==> src/rtl/conv_pkg.sv <==
// Shared definitions for the convolution sequencer: FSM states, decode constants, tap count.
package conv_pkg;

  typedef enum logic [2:0] {
    IDLE      = 3'd0,
    FETCH_X   = 3'd1,
    FETCH_K   = 3'd2,
    MAC       = 3'd3,
    WRITEBACK = 3'd4
  } conv_state_t;

  localparam logic [3:0] ALU_OP_CONV    = 4'b1111;
  localparam logic [6:0] OPCODE_CUSTOM0 = 7'b0001011;

  localparam int unsigned KSIZE_DEFAULT = 3;

  function automatic int unsigned conv_taps(input int unsigned ksize);
    return ksize * ksize;
  endfunction

  localparam int unsigned TAPS = conv_taps(KSIZE_DEFAULT);

endpackage

==> src/rtl/conv_sequencer_if.sv <==
// Decode, data-memory read port and write-back bundle of the convolution sequencer.
interface conv_sequencer_if #(
  parameter int unsigned DATA_W = 32,
  parameter int unsigned ADDR_W = 10
);
  logic              start;
  logic [ADDR_W-1:0] x_base;
  logic [ADDR_W-1:0] k_base;
  logic [4:0]        rd_in;
  logic              mem_req;
  logic [ADDR_W-1:0] mem_addr;
  logic              mem_ack;
  logic [DATA_W-1:0] mem_rdata;
  logic              busy;
  logic              regwrite_control;
  logic [4:0]        rd_out;
  logic [DATA_W-1:0] wr_data;

  modport master (
    output start, x_base, k_base, rd_in, mem_ack, mem_rdata,
    input  mem_req, mem_addr, busy, regwrite_control, rd_out, wr_data
  );

  modport slave (
    input  start, x_base, k_base, rd_in, mem_ack, mem_rdata,
    output mem_req, mem_addr, busy, regwrite_control, rd_out, wr_data
  );
endinterface

==> src/rtl/conv_mac.sv <==
// Signed multiply-accumulate with clear/enable; result clamps when CONV_SAT_EN is defined,
// otherwise truncates to DATA_W bits.
module conv_mac #(
  parameter int unsigned DATA_W = 32
) (
  input  logic                     clock,
  input  logic                     reset_n,
  input  logic                     clear,
  input  logic                     enable,
  input  logic signed [DATA_W-1:0] x,
  input  logic signed [DATA_W-1:0] k,
  output logic        [DATA_W-1:0] result
);
  localparam int unsigned ACC_W = 2 * DATA_W + 4;

  logic signed [2*DATA_W-1:0] product;
  logic signed [ACC_W-1:0]    acc;

  assign product = x * k;

  always_ff @(posedge clock or negedge reset_n) begin
    if (!reset_n) begin
      acc <= '0;
    end else if (clear) begin
      acc <= '0;
    end else if (enable) begin
      acc <= acc + ACC_W'(product);
    end
  end

`ifdef CONV_SAT_EN
  localparam logic signed [ACC_W-1:0] SAT_MAX = {{(ACC_W-DATA_W+1){1'b0}}, {(DATA_W-1){1'b1}}};
  localparam logic signed [ACC_W-1:0] SAT_MIN = {{(ACC_W-DATA_W+1){1'b1}}, {(DATA_W-1){1'b0}}};

  always_comb begin
    result = acc[DATA_W-1:0];
    if (acc > SAT_MAX) begin
      result = {1'b0, {(DATA_W-1){1'b1}}};
    end else if (acc < SAT_MIN) begin
      result = {1'b1, {(DATA_W-1){1'b0}}};
    end
  end
`else
  logic unused_acc_hi;
  assign unused_acc_hi = ^acc[ACC_W-1:DATA_W];
  assign result        = acc[DATA_W-1:0];
`endif

endmodule

==> src/rtl/conv_sequencer.sv <==
// Multi-cycle convolution sequencer: fetches window/kernel pairs, accumulates, writes back once.
// Optional result saturation via CONV_SAT_EN (handled in conv_mac).
module conv_sequencer
  import conv_pkg::*;
#(
  parameter int unsigned DATA_W = 32,
  parameter int unsigned ADDR_W = 10,
  parameter int unsigned KSIZE  = 3,
  parameter int unsigned IMG_W  = 8
) (
  input  logic              clock,
  input  logic              reset_n,
  conv_sequencer_if.slave   bus
);
  localparam int unsigned NTAPS = conv_taps(KSIZE);
  localparam int unsigned TAP_W = (NTAPS > 1) ? $clog2(NTAPS + 1) : 1;
  localparam int unsigned RC_W  = (KSIZE > 1) ? $clog2(KSIZE + 1) : 1;

  conv_state_t              state_q;
  logic [ADDR_W-1:0]        x_base_q;
  logic [ADDR_W-1:0]        k_base_q;
  logic [4:0]               rd_q;
  logic [TAP_W-1:0]         tap;
  logic [RC_W-1:0]          row;
  logic [RC_W-1:0]          col;
  logic signed [DATA_W-1:0] x_q;
  logic signed [DATA_W-1:0] k_q;
  logic [ADDR_W-1:0]        x_addr;
  logic [ADDR_W-1:0]        k_addr;
  logic [DATA_W-1:0]        result;
  logic                     accept;

  assign accept = (state_q == IDLE) && bus.start;

  always_ff @(posedge clock or negedge reset_n) begin
    if (!reset_n) begin
      state_q  <= IDLE;
      x_base_q <= '0;
      k_base_q <= '0;
      rd_q     <= '0;
      tap      <= '0;
      row      <= '0;
      col      <= '0;
      x_q      <= '0;
      k_q      <= '0;
    end else begin
      case (state_q)
        IDLE: begin
          if (bus.start) begin
            x_base_q <= bus.x_base;
            k_base_q <= bus.k_base;
            rd_q     <= bus.rd_in;
            tap      <= '0;
            row      <= '0;
            col      <= '0;
            state_q  <= FETCH_X;
          end
        end
        FETCH_X: begin
          if (bus.mem_ack) begin
            x_q     <= bus.mem_rdata;
            state_q <= FETCH_K;
          end
        end
        FETCH_K: begin
          if (bus.mem_ack) begin
            k_q     <= bus.mem_rdata;
            state_q <= MAC;
          end
        end
        MAC: begin
          tap <= tap + 1'b1;
          if (col == RC_W'(KSIZE - 1)) begin
            col <= '0;
            row <= row + 1'b1;
          end else begin
            col <= col + 1'b1;
          end
          state_q <= (tap == TAP_W'(NTAPS - 1)) ? WRITEBACK : FETCH_X;
        end
        WRITEBACK: state_q <= IDLE;
        default:   state_q <= IDLE;
      endcase
    end
  end

  // Addresses derive only from registered counters, so they hold steady through ack waits.
  assign x_addr = x_base_q + ADDR_W'(row * IMG_W) + ADDR_W'(col);
  assign k_addr = k_base_q + ADDR_W'(tap);

  conv_mac #(.DATA_W(DATA_W)) u_mac (
    .clock   (clock),
    .reset_n (reset_n),
    .clear   (accept),
    .enable  (state_q == MAC),
    .x       (x_q),
    .k       (k_q),
    .result  (result)
  );

  assign bus.mem_req          = (state_q == FETCH_X) || (state_q == FETCH_K);
  assign bus.mem_addr         = (state_q == FETCH_X) ? x_addr :
                                (state_q == FETCH_K) ? k_addr : '0;
  assign bus.busy             = (state_q != IDLE);
  assign bus.regwrite_control = (state_q == WRITEBACK);
  assign bus.rd_out           = (state_q == WRITEBACK) ? rd_q : '0;
  assign bus.wr_data          = (state_q == WRITEBACK) ? result : '0;

endmodule

==> src/flat_wrapper.sv <==
// flat-port wrapper written by rule: the top's interface ports become plain ports
module conv_sequencer_flat import conv_pkg::*;
#(
  parameter int unsigned DATA_W = 32,
  parameter int unsigned ADDR_W = 10,
  parameter int unsigned KSIZE  = 3,
  parameter int unsigned IMG_W  = 8
)
  (clock, reset_n, bus_start, bus_x_base, bus_k_base, bus_rd_in, bus_mem_ack, bus_mem_rdata, bus_mem_req, bus_mem_addr, bus_busy, bus_regwrite_control, bus_rd_out, bus_wr_data);
  conv_sequencer_if #(.DATA_W(DATA_W), .ADDR_W(ADDR_W)) bus_i ();
  input  logic clock;
  input  logic reset_n;
  input wire logic [$bits(bus_i.start)-1:0] bus_start;
  input wire logic [$bits(bus_i.x_base)-1:0] bus_x_base;
  input wire logic [$bits(bus_i.k_base)-1:0] bus_k_base;
  input wire logic [$bits(bus_i.rd_in)-1:0] bus_rd_in;
  input wire logic [$bits(bus_i.mem_ack)-1:0] bus_mem_ack;
  input wire logic [$bits(bus_i.mem_rdata)-1:0] bus_mem_rdata;
  output wire logic [$bits(bus_i.mem_req)-1:0] bus_mem_req;
  output wire logic [$bits(bus_i.mem_addr)-1:0] bus_mem_addr;
  output wire logic [$bits(bus_i.busy)-1:0] bus_busy;
  output wire logic [$bits(bus_i.regwrite_control)-1:0] bus_regwrite_control;
  output wire logic [$bits(bus_i.rd_out)-1:0] bus_rd_out;
  output wire logic [$bits(bus_i.wr_data)-1:0] bus_wr_data;
  assign bus_i.start = bus_start;
  assign bus_i.x_base = bus_x_base;
  assign bus_i.k_base = bus_k_base;
  assign bus_i.rd_in = bus_rd_in;
  assign bus_i.mem_ack = bus_mem_ack;
  assign bus_i.mem_rdata = bus_mem_rdata;
  assign bus_mem_req = bus_i.mem_req;
  assign bus_mem_addr = bus_i.mem_addr;
  assign bus_busy = bus_i.busy;
  assign bus_regwrite_control = bus_i.regwrite_control;
  assign bus_rd_out = bus_i.rd_out;
  assign bus_wr_data = bus_i.wr_data;
  conv_sequencer #(.DATA_W(DATA_W), .ADDR_W(ADDR_W), .KSIZE(KSIZE), .IMG_W(IMG_W)) u_core (.clock(clock), .reset_n(reset_n), .bus(bus_i));
endmodule
==> config.mk <==
export PLATFORM = sky130hd
export DESIGN_NAME = conv_sequencer_flat
export DESIGN_NICKNAME = d
export VERILOG_FILES = /design/src/rtl/conv_pkg.sv /design/src/rtl/conv_sequencer_if.sv /design/src/rtl/conv_mac.sv /design/src/rtl/conv_sequencer.sv /design/src/flat_wrapper.sv
export SDC_FILE = /design/constraint.sdc
export NUM_CORES = 1
export LEC_CHECK = 0
export CORE_ASPECT_RATIO = 2
export CORE_MARGIN = 3
export CORE_UTILIZATION = 40
export DETAILED_ROUTE_END_ITERATION = 6
export GPL_ROUTABILITY_DRIVEN = 0
export GPL_TIMING_DRIVEN = 0
export PLACE_DENSITY_LB_ADDON = 0.3
export SLEW_MARGIN = 20
export SYNTH_ARGS = -nofsm -noshare
export SYNTH_HDL_FRONTEND = slang
export SYNTH_SLANG_ARGS = --single-unit
export TNS_END_PERCENT = 50
==> constraint.sdc <==
create_clock -name clock -period 18 [get_ports clock]
set_clock_uncertainty 0.15 [all_clocks]
set_input_delay 2.7 -clock clock [delete_from_list [all_inputs] [get_ports clock]]
set_output_delay 2.7 -clock clock [all_outputs]
set_load 0.05 [all_outputs]
# [After elaboration in Yosys (flattened, before gate mapping)]
# Index checks and enable logic that the tools add are counted.
[word_totals] regBits=168 inputBits=61 word_cells=58
[classes] addsub=7 multipliers=1 n_eq_ne=10 mux=18 n_reduce_logical=12
[op_table] op="2-to-1 mux 68 bit" n=2
[op_table] op="adder 68 x 64 -> 68 bit" n=1
[op_table] op="multiplier 32 x 32 -> 64 bit" n=1
[op_table] op="2-to-1 mux 32 bit" n=1
[op_table] op="2-to-1 mux 10 bit" n=2
[op_table] op="2-to-1 mux 3 bit" n=4
[op_table] op="one-hot mux 3 bit (4 select lines)" n=1
[op_table] op="adder 10 x 2 -> 10 bit" n=1
[op_table] op="adder 10 x 4 -> 10 bit" n=1
[op_table] op="adder 10 x 5 -> 10 bit" n=1
[op_table] op="one-hot mux 2 bit (2 select lines)" n=2
[op_table] op="one-hot mux 4 bit (2 select lines)" n=1
[op_table] op="AND reduction 2 bit" n=4
[op_table] op="== test 3 x 2 -> 1 bit (second input constant)" n=2
[op_table] op="2-to-1 mux 2 bit" n=3
[op_table] op="!= test 2 bit (second input constant)" n=3
[op_table] op="AND reduction 3 bit" n=2
[op_table] op="2-to-1 mux 5 bit" n=1
[op_table] op="adder 2 x 1 -> 2 bit (second input constant)" n=2
[op_table] op="adder 4 x 1 -> 4 bit (second input constant)" n=1
[op_table] op="== test 4 bit (second input constant)" n=1
[op_table] op="2-to-1 mux 4 bit" n=1
[op_table] op="nonzero test 2 bit" n=2
[op_table] op="== test 3 x 1 -> 1 bit (second input constant)" n=1
[op_table] op="other kinds (7)" n=7

# [Depth between registers and ports, before layout]
# Gate-level depths: netlist (run 1).
[logic_depth] ltp_word=4 mapped_depth=28

# [Hierarchy]
# A second synthesis (run 1) with hierarchy kept.
[unflattened] hier_cells=2395 area_unflattened_um2=23269.8
[modules_own_cells] module="conv_mac" n_inst=1 cells_per_inst=2032 area_per_inst_um2=18393.9
[modules_own_cells] module="conv_sequencer" n_inst=1 cells_per_inst=363 area_per_inst_um2=4875.9

# [Worst setup path before layout (run 1)]
# Ideal clock, no wire load.
[synth_timing] kind="register to register" startpoint="register u_core.x_q[14]" endpoint="register u_core.u_mac.acc[30]" arrival_time_ns=7.072 slack_ns=10.654 stages_incl_launch_ff=27 n_path_buf=2 path_cell_list="dfrtp_1 clkbuf_1 clkbuf_1 and2_1 fa_1 fa_1 fa_1 inv_1 fa_1 inv_1 fa_1 fa_1 fa_1 inv_1 fa_1 inv_1 ha_1 nand3_1 nor2_1 a221o_1 a211oi_2 nor2_1 a2111oi_4 o21ai_1 a31oi_1 xor2_1 o21ai_1"
[synth_between] elab_chain_len=4
[synth_rtl] item="from (decl)" line="conv_sequencer.sv:26" rtl="logic signed [DATA_W-1:0] x_q;"
[synth_rtl] item="from (signal assigned)" line="conv_sequencer.sv:61" rtl="x_q <= bus.mem_rdata;"
[synth_rtl] item="multiplier 32 x 32 -> 64 bit" line="conv_mac.sv:19" rtl="assign product = x * k;"
[synth_rtl] item="adder 68 x 64 -> 68 bit" line="conv_mac.sv:27" rtl="acc <= acc + ACC_W'(product);"
[synth_rtl] item="2-to-1 mux 68 bit" line="conv_mac.sv:26" rtl="end else if (enable) begin"
[synth_rtl] item="2-to-1 mux 68 bit" line="conv_mac.sv:24" rtl="end else if (clear) begin"
[synth_rtl] item="to (signal assigned)" line="conv_mac.sv:27"
[synth_rtl] item="to (decl)" line="conv_mac.sv:17" rtl="logic signed [ACC_W-1:0] acc;"
# No other way between the ends. The select of a mux whose other input is x is not followed.
# A chain may end at the register's enable or synchronous reset.

# [Worst setup path in the final report (run 1)]
[layout_timing] startpoint="register u_core.x_q[4]" endpoint="register u_core.u_mac.acc[28]"
# The elaborated chain is that of the path after synthesis.

==> results.ini, run 1 <==
[clock_network]
cts.repair_timing.setup_buffer_count=0
post_cts_resized=0
clkLatencyLatePin_ps=480
cts_made_buffers=17
tritoncts=built
cts_hold_buffers=0
path_clk_slew_ps=80
clk_root_buffer_cell=clkbuf_16
cts.sink_count=132
clk_path_buf_depth=2
htreeDepth=4

[global_routing]
antenna_found_initial=1
wire_length_of_the_first_global_routing_pass_mm=118
first_global_vias=19700
grtUsageTotal=0.268
grt_overflow_total=0
pin_count_of_the_biggest_net_entering_global_routing=89

[sta]
report.final.hold_viol_count=0
worst-slew-pin-transition_ps=1180
fin_setup_tns_ps=0
setup_slack_ps=8910
fin_crit_ps=9090
final_min_period_over_clock_period=0.505
setup_violation_total_in_the_final_timing_report=0
slew_headroom=0.210
grt_setup_unrepaired=no
fmaxAchievable_mhz=110
report.final.slew_viol_count=0

[critical_path]
crit_top_cell=fa_1
cp.required_ps=18190
crit_path_max_fanout=10
startpoint_type=flop
slowest_stage=clkbuf_1
critical_path.n_buffers_inverters=7
worst_setup_path_end_kind=flop
worst-setup-path-type=flop to flop
critical_path.top_delay_family=adder cells
cp.arrival_ps=9280
critical-path-max-stage-delay_ps=950

[detailed_routing]
routedWlPerCell_um=23.6
detailroute.via_count=17100
violation_count_after_the_first_detailed_route_iteration=879
drc_errors=0
count_of_tritonroute_iterations_in_the_first_routing_pass=5
routed_wirelength_mm=77.9
avgViaCountPerCell=5.18
count_of_antenna_violating_nets_left_after_detailed_routing=0

[synthesis]
ffs_w_async_s_r_synth=1.00
fraction_of_synthesized_cell_area_in_xor_and_xnor_cells=0.0382
synth_flop_cell=dfrtp_1
ys_ff_latch=132
synth_compound_gate_area_share=0.0407
synthesis.area_per_instance_um2=9.53
multiplexer_area_fraction_after_synthesis=0.0432
post_synth_and_or_nand_nor_area_fraction=0.153
synth_fa_ha_area_frac=0.472
total_standard_cell_area_after_synthesis_um2=22900
synth_top_cells_by_area=fa_1 38%, dfrtp_1 14%, and2_1 9.0%, inv_1 8.8%, ha_1 8.8%
synth-seq-area-share=0.144
postSynthNetCount=3068
synth_largest_area_cell=fa_1
main_combinational_cell_family_by_area_after_synthesis=adder cells
area_share_of_the_leading_cell_type_in_the_synthesized_netlist=0.384
synth_enable_flop_cells=0
synth.distinct_cells=58
syn_inst=2406
yosys_warnings=0

[place]
detailedPlace.worstSlack_ps=9140
port_buffers=110
hpwlAfterDp_mm=66.2

[floorplanning]
initial_core_util=0.406
pin_count=111
floorplan_die_width_um=175
die_y_um=345
coreArea_um2=56500
die-area_um2=60400
row_count=123

[min_path]
timing.hold.worst.class=flop to flop

[job]
max_cap_violations=0

[finish]
post_route_cells_drive_above_1_share=0.0455
fin_nets=3198
areaGrowthSynthToFinish_pct=11.7
num-fill-cells=5468
utilization=0.453

[outcome]
outcome=finished, final reports clean

## path summary, 6_finish.rpt
path / slack, ps / depth (start not counted) / endpoint / start
worst min register to register: 350 / 1 / u_core.rd_q[4] / u_core.rd_q[4]
min in group asynchronous: 1970 / 1 / u_core.k_q[22] / reset_n
worst max-delay path: 8910 / 26 / u_core.u_mac.acc[28] / u_core.x_q[4]
worst max register to register: 8910 / 26 / u_core.u_mac.acc[28] / u_core.x_q[4]
worst min-delay path: 350 / 1 / u_core.rd_q[4] / u_core.rd_q[4]
max in group asynchronous: 14860 / 2 / u_core.u_mac.acc[20] / reset_n
## layer usage
metal  wire length (um)  vias to the layer above  part of all wire  track usage
met5                  0                        -                 0            0
met1              23500                     8661              0.30        0.249
met3               3460                      356             0.044       0.0336
met4               9410                        0              0.12        0.257
met2              41400                      714              0.53        0.495
li1                   -                     7373                 -            -
## synthesized netlist by cell type (14+ instances only)
| library cell | count |
|---|---|
| a21oi_1 | 26 |
| and2_1 | 330 |
| clkbuf_1 | 116 |
| dfrtp_1 | 132 |
| fa_1 | 440 |
| ha_1 | 161 |
| inv_1 | 537 |
| mux2_1 | 26 |
| mux2_2 | 62 |
| nand2_1 | 286 |
| nor2_1 | 33 |
| o21ai_0 | 15 |
| o21ai_1 | 14 |
| o22ai_1 | 20 |
| xnor2_1 | 65 |
| xor2_1 | 35 |
## flip-flops by register name (all words and copies together), names as in the netlist
name,cells
u_core.k_q,32
u_core.u_mac.acc,32
u_core.x_q,32
u_core.k_base_q,10
u_core.x_base_q,10
u_core.rd_q,5
u_core.tap,4
u_core.state_q,3
u_core.col,2
u_core.row,2
## kinds of logic (layout without fill, tap and decap cells)
| kind of cell | count (synthesis) | count (layout) |
|---|---|---|
| compound gates | 138 | 138 |
| xor+xnor | 100 | 100 |
| fa+ha+maj | 601 | 601 |
| buf+inv | 659 | 802 |
| flops | 132 | 132 |
| mux | 88 | 88 |
| other cells | 0 | 1 |
| simple gates | 688 | 688 |
## cell usage in the layout (no fill, tap or decap), types with 4 or more instances in the layout
cell type,n
inv_1,537
fa_1,440
and2_1,330
nand2_1,286
ha_1,161
dfrtp_1,132
clkbuf_1,115
clkdlybuf4s50_1,109
xnor2_1,65
mux2_2,62
xor2_1,35
nor2_1,33
a21oi_1,26
mux2_1,26
o22ai_1,20
clkbuf_16,17
o21ai_0,15
o21ai_1,14
a21o_1,13
o21a_1,9
nor2b_1,8
nor3_1,7
o31ai_1,7
nand3_1,6
a31oi_1,5
a211oi_1,5
inv_8,5
nand2b_1,4
## stage by stage
step	hold slack, ps	cell area [um2]	std cells
2_1_floorplan	317	22900	2406
3_3_place_gp	331	25000	3266
3_5_place_dp	338	25000	3267
4_1_cts	355	25600	3299
5_1_grt	381	25600	3300
6_report	350	25600	3300
## final cells by class
cell class / count / area [um2] / area share
clock inverters: 15 / 185 / 0.00723
multi-input cells: 1615 / 17100 / 0.669
clock buffers: 17 / 425 / 0.0166
repair buffers: 111 / 1130 / 0.0443
plain buffers: 121 / 474 / 0.0185
inverters: 538 / 2020 / 0.0789
diodes: 1 / 2.50 / 0.0000977
well taps: 750 / 938 / 0.0366
flip-flops and latches: 132 / 3300 / 0.129
Power of run 1 is not shown: default switching activity piles up to over one toggle a cycle in this logic, so the estimate is an artifact.
==> run 2: changes to the inputs <==
==> constraint.sdc (replaced) <==
create_clock -name clock -period 8.4 [get_ports clock]
set_clock_uncertainty 0.15 [all_clocks]
set_input_delay 1.26 -clock clock [delete_from_list [all_inputs] [get_ports clock]]
set_output_delay 1.26 -clock clock [all_outputs]
set_load 0.05 [all_outputs]
==> run 2 against run 1 <==
- wire length shrank 0.32%
- non-clock buffer count shrank 9
- flip-flop and latch count is the same
- critical path depth shrank 2
- final cell count shrank 0.15%
- first-iteration DRC count grew 3.6%
- critical path type unchanged
- maximum frequency grew 11%
- global-route usage is essentially flat
- register-to-register slack lost 8700 ps
- sequential share of layout area is essentially flat
- clock-buffer cell count is the same
==> results.ini, run 2 (synthesized netlist as in run 1, its figures left out) <==
[floorplanning]
pin_count=111  ; unchanged
die_y_um=345  ; unchanged
floorplan_die_width_um=175  ; unchanged
row_count=123  ; unchanged
initial_core_util=0.406  ; unchanged
die-area_um2=60400  ; unchanged
coreArea_um2=56500  ; unchanged

[detailed_routing]
count_of_antenna_violating_nets_left_after_detailed_routing=0  ; unchanged
drc_errors=0  ; unchanged
routedWlPerCell_um=23.6  ; -0.17%
violation_count_after_the_first_detailed_route_iteration=911  ; +3.6%
routed_wirelength_mm=77.6  ; -0.32%
count_of_tritonroute_iterations_in_the_first_routing_pass=7  ; +2
detailroute.via_count=17200  ; +0.29%
avgViaCountPerCell=5.21  ; +0.44%

[critical_path]
worst_r2r_startpoint=u_core.x_q[7]
crit_path_max_fanout=10  ; unchanged
critical-path-max-stage-delay_ps=620  ; -330 ps
worst_setup_path_end_kind=flop
crit_chain=clkbuf_1 > and2_1 > fa_1 > fa_1 > fa_1 > inv_1 > fa_1 > fa_1 > inv_1 > ha_1 > fa_1 > inv_1 > fa_1 > inv_1 > ha_1 > a21o_1 > a221o_1 > a211oi_2 > nor2_1 > a2111oi_4 > o21bai_1 > a21oi_1 > xor2_1 > o21ai_1
crit_path_start=u_core.x_q[7]
crit_top_cell=fa_1
cp.required_ps=8590  ; -9600 ps
timing.reg2reg.worst_path_depth=24  ; -7.7%
slowest_stage=clkbuf_1
cp.arrival_ps=8370  ; -910 ps
worst-r2r-setup-slack_ps=220  ; -8690 ps
worst-setup-path-type=flop to flop
startpoint_type=flop

[clock_network]
htreeDepth=4  ; unchanged
path_clk_slew_ps=80  ; about the same
clk_path_buf_depth=2  ; unchanged
cts_hold_buffers=0  ; unchanged
clkLatencyLatePin_ps=480  ; about the same
cts.sink_count=132  ; unchanged
clk_root_buffer_cell=clkbuf_16
cts_made_buffers=17  ; unchanged
tritoncts=built

[outcome]
outcome=finished, final reports clean

[job]
max_cap_violations=0  ; unchanged

[finish]
multiInputGateArea_um2=17100  ; about the same
areaGrowthSynthToFinish_pct=12.1
layout.cells.non_filler=3295  ; -0.15%
mostFrequentLayoutCells=537 x inv_1, 440 x fa_1, 330 x and2_1
num-fill-cells=5462  ; -0.11%
post_route_cells_drive_above_1_share=0.0709  ; +0.0254
seq_area_um2=3320  ; +0.61%
largestRegisters=u_core.k_q: 32 flops, u_core.u_mac.acc: 32 flops, u_core.x_q: 32 flops
layout.cells.most_common=inv_1
fin_nets=3189  ; -0.28%

[global_routing]
antenna_found_initial=0  ; -1
wire_length_of_the_first_global_routing_pass_mm=118  ; about the same
pin_count_of_the_biggest_net_entering_global_routing=89  ; unchanged
grt_overflow_total=0  ; unchanged
grtUsageTotal=0.268  ; +0.000282
first_global_vias=19600  ; -0.11%

[sta]
report.final.hold_viol_count=0  ; unchanged
setup_slack_ps=221  ; -8690 ps
setup_violation_total_in_the_final_timing_report=0  ; unchanged
worst-slew-pin-transition_ps=1050  ; -133 ps
report.final.slew_viol_count=0  ; unchanged
fin_crit_ps=8180  ; -909 ps
fmaxAchievable_mhz=122  ; +11%
fin_setup_tns_ps=0  ; unchanged
slew_headroom=0.296  ; +0.0861
grt_setup_unrepaired=no
final_min_period_over_clock_period=0.974  ; +0.469

[place]
hpwlAfterDp_mm=66.2  ; unchanged
placed_cells_incl_taps=3267  ; unchanged
port_buffers=110  ; unchanged
detailedPlace.worstSlack_ps=-459  ; -9600 ps

[min_path]
hold_depth=1  ; unchanged
holdCritStartpoint=u_core.rd_q[4]
timing.hold.worst.class=flop to flop

run 2: final timing paths:
path                                         to
min in group asynchronous        u_core.k_q[22]
hold / removal                   u_core.rd_q[4]
max in group asynchronous    u_core.x_base_q[3]
setup reg to reg           u_core.u_mac.acc[28]
hold reg to reg                  u_core.rd_q[4]
setup / recovery           u_core.u_mac.acc[28]
run 2: per-stage QoR:
step,utilization,instance area [um2],hold WS (ps)
after global routing,0.455,25700,381
after floorplan,-,22900,317
after CTS,0.454,25600,355
final,0.455,25700,350
after global placement,0.442,25000,331
after detailed placement,0.443,25000,338
run 2: worst max-delay path, delay by kind of cell, from the launching register on:
kind            cells  cell delay, ps
simple gates        2             400
fa+ha+maj           9            4190
xor+xnor            1             200
compound gates      7            1630
flops               1             590
buf+inv             5             870
run 2: area by class of cell:
class                           count  share of cell area
Antenna cell                        5            0.000487
Buffer                            111              0.0206
Clock buffer                       17              0.0166
Clock inverter                     15             0.00720
Inverter                          538              0.0786
Multi-Input combinational cell   1615               0.666
Sequential cell                   132               0.129
Tap cell                          750              0.0365
Timing Repair Buffer              112              0.0444
run 2: per-layer routing:
metal,track usage,wire length (um)
met1,0.249,23500
met4,0.244,9460
met5,0,0
met3,0.0335,3350
met2,0.502,41300
run 2: what timing repair did:
action                                  in CTS  in global routing
setup buffers                                0                  1
resized for setup                           31                 90
pin swaps                                    0                  1
gates cloned                                 0                  0
endpoints found under the setup margin       9                  5
Power of run 2 is left out for the same reason.
==> run 3: changes to the inputs <==
--- a/config.mk
+++ b/config.mk
@@ -12,7 +12,7 @@
 export GPL_ROUTABILITY_DRIVEN = 0
 export GPL_TIMING_DRIVEN = 0
 export PLACE_DENSITY_LB_ADDON = 0.3
-export SLEW_MARGIN = 20
+export SLEW_MARGIN = 15
 export SYNTH_ARGS = -nofsm -noshare
 export SYNTH_HDL_FRONTEND = slang
 export SYNTH_SLANG_ARGS = --single-unit
==> run 3 against run 2 <==
- via count is 0.49% lower
- clock-buffer cell count stayed put
- critical path depth is 1 higher
- final cell count is 0.15% lower
- largest cell class unchanged
- register-to-register slack hardly changed
- sequential share of layout area hardly changed
==> results.ini, run 3 (synthesized netlist as in run 1, its figures left out) <==
[clock_network]
path_clk_slew_ps=80  ; about the same
cts.sink_count=132  ; unchanged
tritoncts=built
cts_hold_buffers=0  ; unchanged
cts_made_buffers=17  ; unchanged
clk_root_buffer_cell=clkbuf_16
clk_path_buf_depth=2  ; unchanged
htreeDepth=4  ; unchanged
clkLatencyLatePin_ps=480  ; about the same

[global_routing]
wire_length_of_the_first_global_routing_pass_mm=118  ; unchanged
first_global_vias=19600  ; unchanged
grt.met1_usage=0.249  ; unchanged
grt_overflow_total=0  ; unchanged
grt_busiest_layer=met2
grtUsageMet2=0.502  ; unchanged
antenna_found_initial=0  ; unchanged
pin_count_of_the_biggest_net_entering_global_routing=89  ; unchanged
grtUsageTotal=0.268  ; unchanged
grt.met3_usage=0.0335  ; unchanged

[place]
port_buffers=110  ; unchanged
placed_area_um2=25000  ; unchanged
hpwlAfterDp_mm=66.2  ; unchanged

[floorplanning]
die-area_um2=60400  ; unchanged
die_y_um=345  ; unchanged
pin_count=111  ; unchanged
floorplan_die_width_um=175  ; unchanged
row_count=123  ; unchanged
coreArea_um2=56500  ; unchanged
initial_core_util=0.406  ; unchanged

[min_path]
hold_depth=1  ; unchanged
timing.hold.worst.class=flop to flop

[critical_path]
worst_setup_path_end_kind=flop
critical_path.top_delay_family=adder cells
slowest_stage=clkbuf_1
cp.required_ps=8580  ; about the same
worst-setup-path-type=flop to flop
crit_top_cell=fa_1
crit_path_max_fanout=10  ; unchanged
critical-path-max-stage-delay_ps=620  ; about the same
timing.reg2reg.worst_path_depth=25  ; +4.2%
crit_cells=25  ; +4.2%
startpoint_type=flop
critical_path.n_buffers_inverters=5  ; unchanged
cp.arrival_ps=8360  ; about the same

[finish]
post_route_cells_drive_above_1_share=0.0705  ; -0.000394
layout.cells.most_common=inv_1
final_instance_area_um2=25700  ; about the same
mostFrequentLayoutCells=537 x inv_1, 440 x fa_1, 330 x and2_1
areaGrowthSynthToFinish_pct=12.1  ; about the same
num-fill-cells=5457  ; -0.092%
largestRegisters=u_core.k_q: 32 flops, u_core.u_mac.acc: 32 flops, u_core.x_q: 32 flops
antenna-diode-count=0  ; -5
fin_nets=3189  ; unchanged
utilization=0.455  ; about the same

[detailed_routing]
detailroute.via_count=17100  ; -0.49%
count_of_antenna_violating_nets_left_after_detailed_routing=0  ; unchanged
routed_wirelength_mm=77.9  ; +0.38%
violation_count_after_the_first_detailed_route_iteration=890  ; -2.3%
routedWlPerCell_um=23.7  ; +0.53%
count_of_tritonroute_iterations_in_the_first_routing_pass=5  ; -2
drc_errors=0  ; unchanged
avgViaCountPerCell=5.19  ; -0.34%

[job]
max_cap_violations=0  ; unchanged

[sta]
setup_violation_total_in_the_final_timing_report=0  ; unchanged
fmaxAchievable_mhz=122  ; about the same
worst-slew-pin-transition_ps=1150  ; +102 ps
final_min_period_over_clock_period=0.973  ; about the same
whs_ps=351  ; +0.248 ps
fin_crit_ps=8170  ; -4.41 ps
slew_headroom=0.228  ; -0.0685
report.final.slew_viol_count=0  ; unchanged
report.final.hold_viol_count=0  ; unchanged
grt_setup_unrepaired=no

[outcome]
outcome=finished, final reports clean

## run 3: per-stage QoR
stage | cells | TNS, ps | setup WS [ps]
after detailed placement | 3267 | -1580 | -459
after global placement | 3266 | -1100 | -351
after global routing | 3290 | 0 | 22.6
after CTS | 3293 | 0 | 5.00
after floorplan | 2406 | 0 | 1050
final | 3290 | 0 | 225
## run 3: final cells by class
class,instances,area (um2),share of cell area
clock inverter,15,185,0.00721
clock buffer,17,425,0.0166
timing repair buffer,112,1140,0.0444
sequential,132,3320,0.129
multi-input combinational,1615,17100,0.667
inverter,538,2020,0.0786
tap,750,938,0.0365
buffer,111,529,0.0206
## run 3: repair_timing
item | in CTS | in global routing
endpoints found under the setup margin | 9 | 5
resized for setup | 31 | 90
pin swaps | 0 | 1
setup buffers | 0 | 1
## run 3: routing by layer
layer / part of all wire / vias up
met1: 0.30 / 8685
met2: 0.53 / 686
met5: 0 / -
met3: 0.046 / 352
met4: 0.12 / 0
li1: - / 7346
## run 3: path summary, 6_finish.rpt
| path | from | end | slack [ps] |
|---|---|---|---|
| max | u_core.x_q[7] | u_core.u_mac.acc[31] | 230 |
| min | u_core.rd_q[4] | u_core.rd_q[4] | 350 |
| max reg2reg | u_core.x_q[7] | u_core.u_mac.acc[31] | 230 |
| min reg2reg | u_core.rd_q[4] | u_core.rd_q[4] | 350 |
| max in group asynchronous | reset_n | u_core.x_base_q[3] | 6690 |
| min in group asynchronous | reset_n | u_core.x_q[25] | 530 |
## run 3: worst register-to-register path, cell delays in order (launching register included)
cell	delay [ps]
dfrtp_2	580
clkbuf_1	630
and2_1	270
fa_1	420
fa_1	560
inv_1	60
fa_1	490
fa_1	490
inv_1	40
ha_1	280
ha_1	330
fa_1	540
inv_1	60
fa_1	530
inv_1	40
ha_1	350
a21o_1	180
a21oi_1	180
o311a_1	240
o21a_1	280
o21ai_2	130
nor4_2	270
o31ai_2	150
o41ai_2	490
xnor2_1	200
o22ai_1	100
Power of run 3 is left out for the same reason.
